$ cat src/rtl/prog_loader_pkg.sv
// Shared types and defaults for the host byte-stream program loader.
// Optional checksum support is selected with LOADER_CHKSUM_EN.
package prog_loader_pkg;

    localparam int         DPW            = 32;
    localparam logic [7:0] LOADER_SYNC    = 8'hA5;
    localparam int         LOADER_TIMEOUT = 1024;

    typedef enum logic [2:0] {
        S_IDLE,
        S_ADDR,
        S_CNT,
        S_DATA,
`ifdef LOADER_CHKSUM_EN
        S_CHK,
`endif
        S_DONE
    } loader_state_e;

endpackage

$ cat src/rtl/prog_loader_word_asm.sv
// Little-endian byte-to-word assembler: the word is presented combinationally
// together with its 4th byte so the parent can register the write that cycle.
module loader_word_asm
    import prog_loader_pkg::*;
(
    input  logic           i_clk,
    input  logic           i_srst,
    input  logic           i_clr,
    input  logic           i_en,
    input  logic [7:0]     i_byte,
    output logic           o_word_valid,
    output logic [DPW-1:0] o_word
);
    logic [DPW-9:0] r_sh;
    logic [1:0]     r_cnt;

    assign o_word_valid = i_en && (r_cnt == 2'd3);
    assign o_word       = {i_byte, r_sh};

    always_ff @(posedge i_clk) begin
        if (i_srst || i_clr) begin
            r_sh  <= '0;
            r_cnt <= '0;
        end else if (i_en) begin
            r_sh  <= {i_byte, r_sh[DPW-9:8]};
            r_cnt <= r_cnt + 2'd1;
        end
    end
endmodule

$ cat src/rtl/prog_loader.sv
// Framed host-byte loader driving the core memory-load port and core_hold.
// Define LOADER_CHKSUM_EN to expect and verify a trailing XOR checksum byte.
module prog_loader
    import prog_loader_pkg::*;
#(
    parameter logic [7:0] SYNC_BYTE   = LOADER_SYNC,
    parameter int         TIMEOUT_CYC = LOADER_TIMEOUT
) (
    input  logic           i_clk,
    input  logic           i_srst,
    input  logic           i_byte_valid,
    input  logic [7:0]     i_byte_data,
    output logic           o_byte_ready,
    output logic           o_data_en,
    output logic [DPW-1:0] o_input_addr,
    output logic [DPW-1:0] o_input_data,
    output logic           o_core_hold,
    output logic           o_busy,
    output logic           o_load_done,
    output logic           o_load_err
);
    localparam int            TW       = $clog2(TIMEOUT_CYC + 1);
    localparam logic [TW-1:0] TMO_LAST = TW'(TIMEOUT_CYC - 1);
`ifdef LOADER_CHKSUM_EN
    localparam loader_state_e S_END = S_CHK;
`else
    localparam loader_state_e S_END = S_DONE;
`endif

    loader_state_e  r_state, w_next;
    logic [1:0]     r_idx;
    logic [DPW-1:0] r_addr;
    logic [15:0]    r_cnt;
    logic [TW-1:0]  r_tmo;
    logic           r_data_en, r_core_hold, r_load_err;
    logic [DPW-1:0] r_input_addr, r_input_data;
    logic           w_acc, w_sync, w_in_frame, w_tmo, w_word_valid, w_chk_bad;
    logic [DPW-1:0] w_word;
    logic [15:0]    w_cnt_full;

    assign o_byte_ready = !i_srst;
    assign w_acc        = i_byte_valid && o_byte_ready;
    assign w_sync       = w_acc && (i_byte_data == SYNC_BYTE);
    assign w_in_frame   = (r_state != S_IDLE) && (r_state != S_DONE);
    // An accepted byte in the expiry cycle keeps the frame alive.
    assign w_tmo        = w_in_frame && !w_acc && (r_tmo == TMO_LAST);
    assign w_cnt_full   = {i_byte_data, r_cnt[15:8]};

    loader_word_asm u_asm (
        .i_clk        (i_clk),
        .i_srst       (i_srst),
        .i_clr        (r_state != S_DATA),
        .i_en         (w_acc && (r_state == S_DATA)),
        .i_byte       (i_byte_data),
        .o_word_valid (w_word_valid),
        .o_word       (w_word)
    );

`ifdef LOADER_CHKSUM_EN
    logic [7:0] r_chk;
    assign w_chk_bad = (r_state == S_CHK) && w_acc && (i_byte_data != r_chk);

    always_ff @(posedge i_clk) begin
        if (i_srst || (!w_in_frame && w_sync))
            r_chk <= '0;
        else if (w_acc && w_in_frame && r_state != S_CHK)
            r_chk <= r_chk ^ i_byte_data;
    end
`else
    assign w_chk_bad = 1'b0;
`endif

    always_ff @(posedge i_clk) begin
        if (i_srst) r_state <= S_IDLE;
        else        r_state <= w_next;
    end

    always_comb begin
        w_next = r_state;
        case (r_state)
            S_IDLE: if (w_sync) w_next = S_ADDR;
            S_DONE: w_next = w_sync ? S_ADDR : S_IDLE;
            S_ADDR: if (w_tmo) w_next = S_IDLE;
                    else if (w_acc && r_idx == 2'd3) w_next = S_CNT;
            S_CNT:  if (w_tmo) w_next = S_IDLE;
                    else if (w_acc && r_idx == 2'd1)
                        w_next = (w_cnt_full == 16'd0) ? S_END : S_DATA;
            S_DATA: if (w_tmo) w_next = S_IDLE;
                    else if (w_word_valid && r_cnt == 16'd1) w_next = S_END;
`ifdef LOADER_CHKSUM_EN
            S_CHK:  if (w_tmo) w_next = S_IDLE;
                    else if (w_acc) w_next = w_chk_bad ? S_IDLE : S_DONE;
`endif
            default: w_next = S_IDLE;
        endcase
    end

    always_ff @(posedge i_clk) begin
        if (i_srst) begin
            r_idx        <= '0;
            r_addr       <= '0;
            r_cnt        <= '0;
            r_tmo        <= '0;
            r_data_en    <= 1'b0;
            r_input_addr <= '0;
            r_input_data <= '0;
            r_core_hold  <= 1'b1;
            r_load_err   <= 1'b0;
        end else begin
            r_data_en <= 1'b0;
            r_tmo     <= (!w_in_frame || w_acc) ? '0 : r_tmo + TW'(1);
            r_idx     <= (w_next != r_state) ? 2'd0 : (w_acc ? r_idx + 2'd1 : r_idx);
            if (w_tmo || w_chk_bad) r_load_err <= 1'b1;
            case (r_state)
                S_IDLE, S_DONE: if (w_sync) begin
                    r_load_err  <= 1'b0;
                    r_core_hold <= 1'b1;
                end
                S_ADDR: if (w_acc)
                    r_addr <= (r_idx == 2'd3) ? {i_byte_data, r_addr[31:10], 2'b00}
                                              : {i_byte_data, r_addr[31:8]};
                S_CNT:  if (w_acc) r_cnt <= w_cnt_full;
                S_DATA: if (w_word_valid) begin
                    r_data_en    <= 1'b1;
                    r_input_addr <= r_addr;
                    r_input_data <= w_word;
                    r_addr       <= r_addr + 32'd4;
                    r_cnt        <= r_cnt - 16'd1;
                end
                default: ;
            endcase
            if (w_next == S_DONE && r_state != S_DONE) r_core_hold <= 1'b0;
        end
    end

    assign o_data_en    = r_data_en;
    assign o_input_addr = r_input_addr;
    assign o_input_data = r_input_data;
    assign o_core_hold  = r_core_hold;
    assign o_busy       = (r_state != S_IDLE);
    assign o_load_done  = (r_state == S_DONE);
    assign o_load_err   = r_load_err;
endmodule

$ cat config.mk
export PLATFORM = sky130hd
export DESIGN_NAME = prog_loader
export DESIGN_NICKNAME = d
export VERILOG_FILES = /design/src/rtl/prog_loader_pkg.sv /design/src/rtl/prog_loader_word_asm.sv /design/src/rtl/prog_loader.sv
export SDC_FILE = /design/constraint.sdc
export NUM_CORES = 1
export LEC_CHECK = 0
export CAP_MARGIN = 20
export CORE_MARGIN = 5
export CORE_UTILIZATION = 55
export CTS_CLUSTER_SIZE = 25
export DETAILED_ROUTE_END_ITERATION = 16
export PLACE_DENSITY_LB_ADDON = 0.25
export SYNTH_ARGS = -nofsm -noshare
export SYNTH_HDL_FRONTEND = slang
export SYNTH_HIERARCHICAL = 1
export SYNTH_SLANG_ARGS = --single-unit
$ cat constraint.sdc
create_clock -name i_clk -period 4.55 [get_ports i_clk]
set_clock_uncertainty 0.1 [all_clocks]
set_input_delay 0.455 -clock i_clk [delete_from_list [all_inputs] [get_ports i_clk]]
set_output_delay 0.455 -clock i_clk [all_outputs]
set_load 0.01 [all_outputs]
==> qor.yml <==
yosys:
  yosysUniqueCellTypes: 61
  synth_area_mm2: 0.00702
  synth_edf_count: 0
  syn-mean-instance-area_um2: 7.88
  synthArstFlopShare_pct: 0
  synth_seq_area_share_pct: 44.8
  ys_warn_count: 6
  syn_inst: 891
  synthFlopType: "dfxtp_1"
  ys_ff_latch: 157
  syn_nets: 909
power_and_ir_drop:
  power.share.switching_pct: 21.8
  p_int_mw: 2.23
  clock_power_share_pct: 49.8
  irDropWorstVdd_mv: 0.231
  p_comb_share_pct: 1.9
  p_leak_nw: 2.67
  switchingPower_uw: 623
  seqPwrFrac_pct: 48.2
  p_per_area_mw_per_mm2: 342
worst_setup_path:
  end_kind: "flip-flop"
  r2r-start: "r_state[0]"
  arrival_ns: 3.06
  crit_fanout: 40
  crit_required_ns: 4.73
  cp-startpoint: "r_state[0]"
  cp-start-kind: "flip-flop"
  critPathKind: "reg2reg"
cts:
  clock_sinks: 157
  cts_buffer_depth: 2
  cts-root-buf: "clkbuf_16"
  cts_tree: "done"
  worst_skew_pair.late_latency_ns: 0.43
  cts_max_level: 4
  cts_resized: 0
  cts_buffers: 17
  clkTransAtPathRegs_ns: 0.06
  cts_setup_buffers: 0
  hold_buffers: 0
timing:
  hold_viol: 0
  finalMaxSlewViolations: 0
  rsz0062_at_grt: "false"
  period_share_pct: 63.3
  finalSetupViolCount: 0
  tns_ns: 0
  slew_headroom_pct: 40.2
  clock.fmax_ghz: 0.347
  worst_pin_slew_ns: 0.898
  hold-worst-slack_ns: 0.351
  finalCriticalPeriod_ns: 2.88
global_routing:
  grt_pass1_vias: 5624
  grt_start_max_net_pins: 71
  grt_pass1_wl_um: 28200
  grt.total_usage_pct: 23.4
  antenna_found_initial: 0
  overflow: 0
run_status:
  status: "finished, final reports clean"
floorplanning:
  die_x_um: 123
  coreArea_mm2: 0.0126
  die-area_mm2: 0.0151
  num_rows: 41
  ios: 81
  die_y_um: 123
  initial_core_util_pct: 55.9
finish:
  syn_to_final_growth_pct: 19.0
  nFillCells: 1067
  antenna_cells: 0
  final_cell_mix: "nand2_1 (186), dfxtp_1 (157), a21oi_1 (108), nor2_1 (86), clkdlybuf4s50_1 (79)"
  multiInputGateArea_mm2: 0.00349
  final_common_cell: "nand2_1"
  final-seq-area_mm2: 0.00314
  nets: 948
  utilization_pct: 66.5
  layout-drive-gt1-share_pct: 5.83
route:
  vias: 6471
  ant_nets: 0
  drt_iter0_markers: 556
  post_drt_via_cell_ratio: 5.80
  wl_per_cell_um: 15.8
  drtPass1Iterations: 5
  wl_um: 17600
  drc: 0
placement:
  gp_congestion: 0.860
  io_buffers: 80
  place_hpwl_um: 11300
job:
  maxCapViolCount: 0
min_path:
  min_from: "o_input_data[25]"
  hold_class: "reg2reg"
## power by group through the flow
stage               Combinational, mW  Sequential (mW)  Clock (mW)
floorplan                      0.0333             1.41           0
global placement               0.0540             1.41           0
global route                   0.0597             1.38        1.49
CTS                            0.0550             1.38        1.44
finish                         0.0552             1.38        1.42
detailed placement             0.0547             1.41           0
## synth_stat cells, types with 9 or more instances
library cell / count / area [um^2]
nand3_1: 22 / 110
a22oi_1: 9 / 67.6
nor2_1: 88 / 330
a21oi_1: 108 / 541
clkbuf_1: 38 / 143
and2_1: 9 / 56.3
o21ai_0: 41 / 205
and3_1: 10 / 62.6
dfxtp_1: 157 / 3140
nand4_1: 12 / 75.1
nand2_1: 186 / 698
mux2i_1: 27 / 270
a211oi_1: 10 / 75.1
nor3_1: 26 / 130
## path summary, 6_finish.rpt
check | end | slack [ns] | depth (start not counted)
min | o_input_data[25] | 0.35 | 2
max | r_addr[29] | 1.67 | 12
min reg2reg | o_input_data[25] | 0.35 | 2
max reg2reg | r_addr[29] | 1.67 | 12
## per-layer routing
layer	vias up	track usage, %	wire length [um]
met5	-	0	0
met1	3028	33.6	8250
met2	241	34.9	7750
met3	38	4.53	1260
li1	3164	-	-
met4	0	8.86	316
## sequential cells by signal, summed over array words and instances (netlist names)
| register | cells |
|---|---|
| r_cnt | 16 |
| o_input_data | 32 |
| r_tmo | 11 |
| o_core_hold | 1 |
| o_load_err | 1 |
| u_asm/r_sh | 24 |
| r_state | 3 |
| u_asm/r_cnt | 2 |
| o_data_en | 1 |
| r_addr | 32 |
| r_idx | 2 |
| o_input_addr | 32 |
## worst max-delay path, cell delays in order, from the launching register on
cell and delay, ns:
dfxtp_1 0.50, nor2b_1 0.29, and2_1 0.20, inv_2 0.05, nor2_2 0.10, and2_1 0.21, and2_1 0.17, o21a_1 0.11
buf_4 0.36, o21ai_0 0.15, a22o_1 0.20, a31oi_1 0.17, o22ai_1 0.10
## stage by stage
stage	std cells	area, um^2	worst slack, ns	total power, mW
global placement	1082	7750	1.64	1.46
finish	1115	8350	1.67	2.86
CTS	1115	8350	1.68	2.87
detailed placement	1083	7760	1.54	1.46
floorplan	891	7020	1.30	1.44
global route	1115	8350	1.31	2.93
## kinds of logic after synthesis
family | count (synthesis) | synth area share [%]
and+or+nand+nor | 392 | 24.7
AOI/OAI and AO/OA | 218 | 18.5
DFF | 157 | 44.8
buffers and inverters | 80 | 5.72
muxes | 27 | 3.85
xor gates and xnor gates | 10 | 1.25
adders and majority gates | 7 | 1.25
## final cells by class
class                           instances  area share, %
Clock inverter                         12           1.62
Timing Repair Buffer                   90           10.5
Clock buffer                           20           5.47
Tap cell                              172           2.58
Multi-Input combinational cell        654           41.8
Sequential cell                       157           37.6
Inverter                               10          0.449
Power figures use the tool's default switching activity.
